**config.mk**
```make
export PLATFORM = sky130hd
export DESIGN_NAME = icache
export DESIGN_NICKNAME = d
export VERILOG_FILES = /design/src/rtl/icache.sv
export SDC_FILE = /design/constraint.sdc
export NUM_CORES = 1
export LEC_CHECK = 0
export BUFFER_PORTS_ARGS = -buffer_cell sky130_fd_sc_hd__buf_4
export CAP_MARGIN = 25
export CORE_UTILIZATION = 43
export CTS_CLUSTER_SIZE = 20
export DETAILED_ROUTE_END_ITERATION = 10
export GPL_TIMING_DRIVEN = 0
export PLACE_DENSITY = 0.73
export SETUP_SLACK_MARGIN = 0.4
export SYNTH_ARGS = -nofsm -noshare
export SYNTH_HDL_FRONTEND = slang
export SYNTH_SLANG_ARGS = --single-unit
```
**constraint.sdc**
```tcl
create_clock -name clk -period 4.99 [get_ports clk]
set_input_delay 0.998 -clock clk [delete_from_list [all_inputs] [get_ports clk]]
set_output_delay 0.998 -clock clk [all_outputs]
set_load 0.05 [all_outputs]
```
**src/rtl/icache.sv**
```systemverilog
// icache: direct-mapped instruction cache with one 32-bit word per line,
// filled byte-serially from a memory arbiter.
// Build option: define ICACHE_EN to keep filled lines across requests. Without
// it the line store shrinks to a two-entry holding buffer that is emptied after
// every response, flush and reset, so every request refills each word it needs.
module icache #(
  parameter int unsigned INDEX_BITS = 5
) (
  input  logic        clk,
  input  logic        rst_in,
  input  logic        rdy_in,
  input  logic [31:0] next_PC,
  input  logic        next_inst,
  input  logic        flush,
  output logic        inst_rdy,
  output logic [31:0] inst_in,
  output logic        mem_req,
  output logic [31:0] mem_addr,
  input  logic        mem_rdy,
  input  logic [7:0]  mem_data
);

`ifdef ICACHE_EN
  localparam bit KEEP_LINES = 1'b1;
`else
  localparam bit KEEP_LINES = 1'b0;
`endif
  // Two entries (indexed by word-address bit 0) are enough to hold both words
  // of a straddling fetch when lines are not retained.
  localparam int unsigned LINE_BITS = KEEP_LINES ? INDEX_BITS : 1;
  localparam int unsigned NLINES    = 1 << LINE_BITS;
  localparam int unsigned TAG_W     = 30 - LINE_BITS;

  typedef enum logic [1:0] {IDLE, RESP, FILL} state_t;

  state_t                state;
  logic [NLINES-1:0]     valid;
  logic [TAG_W-1:0]      tag_mem  [NLINES];
  logic [31:0]           data_mem [NLINES];
  logic [23:0]           fill_buf;
  logic [1:0]            byte_cnt;

  logic [29:0]           w0_c;
  logic [29:0]           w1_c;
  logic [LINE_BITS-1:0]  l0_c;
  logic [LINE_BITS-1:0]  l1_c;
  logic                  hit0_c;
  logic                  hit1_c;
  logic [31:0]           d0_c;
  logic [15:0]           d1_lo_c;
  logic                  look_hit_c;
  logic [31:0]           look_inst_c;
  logic [29:0]           miss_w_c;
  logic [LINE_BITS-1:0]  fill_line_c;
  logic                  fill_wr_c;
  logic                  unused_ok_c;

  // Bit 0 of the fetch address is architecturally ignored.
  assign unused_ok_c = next_PC[0];

  // Tag lookup for the addressed word and its successor (wraps modulo 2^30).
  assign w0_c    = next_PC[31:2];
  assign w1_c    = w0_c + 30'd1;
  assign l0_c    = w0_c[LINE_BITS-1:0];
  assign l1_c    = w1_c[LINE_BITS-1:0];
  assign hit0_c  = valid[l0_c] && (tag_mem[l0_c] == w0_c[29:LINE_BITS]);
  assign hit1_c  = valid[l1_c] && (tag_mem[l1_c] == w1_c[29:LINE_BITS]);
  assign d0_c    = data_mem[l0_c];
  assign d1_lo_c = data_mem[l1_c][15:0];

  // Decide hit/miss and assemble the instruction; on a miss pick the
  // lowest-addressed missing word.
  always_comb begin
    look_hit_c  = 1'b0;
    look_inst_c = 32'h0;
    miss_w_c    = w0_c;
    if (!next_PC[1]) begin
      look_hit_c  = hit0_c;
      look_inst_c = d0_c;
    end else if (!hit0_c) begin
      miss_w_c    = w0_c;
    end else if (d0_c[17:16] != 2'b11) begin
      look_hit_c  = 1'b1;
      look_inst_c = {16'h0, d0_c[31:16]};
    end else begin
      look_hit_c  = hit1_c;
      look_inst_c = {d1_lo_c, d0_c[31:16]};
      miss_w_c    = w1_c;
    end
  end

  // Last byte of a fill accepted this cycle: commit the line.
  assign fill_line_c = mem_addr[LINE_BITS+1:2];
  assign fill_wr_c   = rst_in && rdy_in && !flush && (state == FILL) &&
                       mem_rdy && (byte_cnt == 2'd3);

  // Line tag/data store; only the valid bits need a reset.
  always_ff @(posedge clk) begin
    if (fill_wr_c) begin
      tag_mem[fill_line_c]  <= mem_addr[31:LINE_BITS+2];
      data_mem[fill_line_c] <= {mem_data, fill_buf};
    end
  end

  // Control FSM: lookup, response pulse, byte-serial fill; flush and rdy_in gate everything.
  always_ff @(posedge clk) begin
    if (!rst_in) begin
      state    <= IDLE;
      valid    <= '0;
      inst_rdy <= 1'b0;
      inst_in  <= 32'h0;
      mem_req  <= 1'b0;
      mem_addr <= 32'h0;
      byte_cnt <= 2'd0;
      fill_buf <= 24'h0;
    end else if (rdy_in) begin
      if (flush) begin
        state    <= IDLE;
        inst_rdy <= 1'b0;
        mem_req  <= 1'b0;
        byte_cnt <= 2'd0;
        if (!KEEP_LINES) begin
          valid <= '0;
        end
      end else begin
        case (state)
          IDLE: begin
            if (next_inst) begin
              if (look_hit_c) begin
                inst_rdy <= 1'b1;
                inst_in  <= look_inst_c;
                state    <= RESP;
                if (!KEEP_LINES) begin
                  valid <= '0;
                end
              end else begin
                mem_req  <= 1'b1;
                mem_addr <= {miss_w_c, 2'b00};
                byte_cnt <= 2'd0;
                state    <= FILL;
              end
            end
          end
          RESP: begin
            inst_rdy <= 1'b0;
            state    <= IDLE;
          end
          FILL: begin
            if (mem_rdy) begin
              mem_addr <= mem_addr + 32'd1;
              byte_cnt <= byte_cnt + 2'd1;
              case (mem_addr[1:0])
                2'd0:    fill_buf[7:0]   <= mem_data;
                2'd1:    fill_buf[15:8]  <= mem_data;
                2'd2:    fill_buf[23:16] <= mem_data;
                default: fill_buf        <= fill_buf;
              endcase
              if (byte_cnt == 2'd3) begin
                valid[fill_line_c] <= 1'b1;
                mem_req            <= 1'b0;
                state              <= IDLE;
              end
            end
          end
          default: state <= IDLE;
        endcase
      end
    end
  end

endmodule

```
==> results.cfg <==
[cts]
cts_hold_buf = 0
clk_pin_slew_worst_paths_ns = 0.07
cts_buffers = 23
clkLatencyLatePin_ns = 0.54
root_buffer = clkbuf_16
cts_buffer_depth = 3
cts_tree = yes
htree_levels = 1
numClockSinks = 218

[worst_setup_path]
cp_slowest_stage_delay_ns = 0.43
r2r-start = state[1]
critPathSlowestCell = nand3_1
crit_path_start = next_PC[2]
worstReg2RegEnd = tag_mem[0][17]
r2r.worst_path.cells = 8
endpoint_kind = flip-flop
critPathKind = in2reg
crit_path_max_fanout = 10
reg2reg_slack_ns = 1.56
crit_arrival_ns = 4.81
cp-start-kind = input pin
cp-endpoint = mem_addr[17]
worst-endpoint-required_ns = 5.42
cp_common_cell = buf_2
crit_chain = buf_4, buf_2, buf_2, clkbuf_4, buf_2, a32oi_1, nor3_1, nand4_1, nor2_1, nand3_1, nor2_1, xor2_1, o21ai_0, a2111oi_2

[drt]
viasPerCell = 6.00
drtIter0Drc = 963
ant_nets = 0
drt-total-wl_um = 34400
wire_per_inst_um = 21.7
first_pass_iters = 6
drc = 0
highest_layer = met4
wl_met3_um = 3840
num_vias = 9518
wl_met2_um = 15100
wl_met1_um = 14600

[finish]
multi_input_area_sq_mm = 0.00546
area_growth_pct = 17.2
area.sequential_sq_mm = 0.00559
final_area_sq_mm = 0.0134
nNetsFinal = 1288
fillers = 2276
drive_gt1_frac = 0.139
diodes = 0

[timing]
maxSlewViolCount = 0
clock.fmax_ghz = 0.228
min_period_over_period = 0.878
tightest_slew_ns = 1.02
rsz0062_at_grt = no
slew-limit-headroom = 0.317
timing.hold.ws_ns = 0.458
skew_ns = 0.0187
finalSetupViolCount = 0
period_needed_ns = 4.38
final_hold_viol_count = 0

[placed_design]
gp_congestion = 0.981
dp_hpwl_um = 25200
dpl_cell_area_sq_mm = 0.0127
portBuffers = 89

[global_routing]
grt_max_degree = 24
antenna_found_initial = 1
grt.total_usage = 0.248
grt_pass1_vias = 8684
grt_pass1_wl_um = 50800
overflow = 0

[floorplanning]
die_area_sq_mm = 0.0273
initial_core_util = 0.440
fp.dieH_um = 165
fp.coreArea_sq_mm = 0.0261
rows = 59
io_pins = 112
die_width_um = 165

[synth]
synth-seq-cells = 218
synth_area_per_cell_sq_um = 10.2
synth_area_leader_cell = edfxtp_1
yosys-top-cells-area = edfxtp_1 (32%), dfxtp_1 (17%), mux2i_1 (13%)
yosysMostFrequentCell = mux2i_1
netlist-cell-type-count = 69
synth_ff_type = edfxtp_1
synth.yosys.warnings = 0
ys_seq_area_frac = 0.488
synth_edf_count = 122
synth_common_cells = mux2i_1 (149), edfxtp_1 (122), dfxtp_1 (96)
netlist_area_sq_mm = 0.0115
synth_nets = 1170
synth_top_area_share = 0.320
syn_inst = 1118
async_flop_share = 0

[power]
power_density_mw_per_mm2 = 311
total_power_uw = 4170
vdd_drop_max_v = 0.000185
leakagePower_uw = 0.00500

[flow_run]
cap_violations = 0

[run_status]
status = finished clean

[worst_hold_path]
hold_path_class = reg2reg
[kinds of logic after synthesis]
group / share of synthesized area
compound gates: 0.107
fa+ha+maj: 0.00655
simple gates: 0.151
xor+xnor: 0.0780
flops: 0.488
mux: 0.133
buf+inv: 0.0377
[placed cells by master (no fill, tap or decap), drive strengths merged, types with 7 or more instances in the layout]
master    n
a211oi    7
a21oi    54
a31oi     7
and3      7
buf     124
clkbuf   75
clkinv    9
dfxtp    96
edfxtp  122
inv      17
mux2i   149
nand2    83
nand3    77
nand4    27
nor2     74
nor3     27
nor4     17
o21ai    48
o22ai    39
or3       9
xnor2    72
xor2     30
[critical path, delay by kind of cell]
family                 cells  cell delay [ns]
AO/OA/AOI/OAI              3             0.73
XOR/XNOR                   1             0.31
buffers and inverters      5             1.31
AND/OR/NAND/NOR            5             1.46
[stage by stage]
step | utilization | instances | worst slack, ns | setup TNS (ns)
after global routing | 0.515 | 1587 | 0.417 | 0
final | 0.515 | 1587 | 0.608 | 0
after detailed placement | 0.485 | 1546 | -0.100 | -0.278
after floorplan | - | 1118 | 0.0405 | 0
after global placement | 0.481 | 1542 | -1.85 | -223.75
after CTS | 0.515 | 1587 | 0.438 | 0
[repair_timing]
| action | 4_1_cts | 5_1_grt |
|---|---|---|
| endpoints found under the setup margin | 0 | 59 |
| buffers inserted | 0 | 0 |
| resized for setup | 0 | 5 |
[state kept, by name, indices dropped and copies added (netlist names)]
register,flops
inst_in,32
fill_buf,24
byte_cnt,2
mem_addr,32
inst_rdy,1
valid,2
mem_req,1
state,2
data_mem,64
tag_mem,58
[routing by layer]
metal / up-vias / track usage
met1: 4576 / 0.352
met3: 64 / 0.0552
li1: 4373 / -
met2: 505 / 0.373
met4: 0 / 0.0776
met5: - / 0
[final cells by class]
cell class,instances,share of cell area
Sequential cell,218,0.416
Inverter,15,0.00420
Clock inverter,15,0.0128
Clock buffer,26,0.0437
Timing Repair Buffer,93,0.0569
Tap cell,335,0.0312
Buffer,80,0.0284
Multi-Input combinational cell,805,0.407
[worst min-delay path by stage]
stage | from | endpoint | depth (start not counted)
after floorplan | fill_buf[0] | data_mem[0][0] | 0
after global placement | fill_buf[22] | data_mem[1][22] | 0
after detailed placement | fill_buf[10] | data_mem[0][10] | 0
after CTS | fill_buf[22] | data_mem[1][22] | 0
after global routing | fill_buf[22] | data_mem[1][22] | 0
final | fill_buf[23] | data_mem[1][23] | 0
[where the power goes]
part,total (uW),internal (uW),switching (uW)
logic,468,159,309
registers,1970,1910,53.6
clock network,1740,1010,729
total,4170,3080,1090
Note: power is estimated with default switching activity, not from simulation.
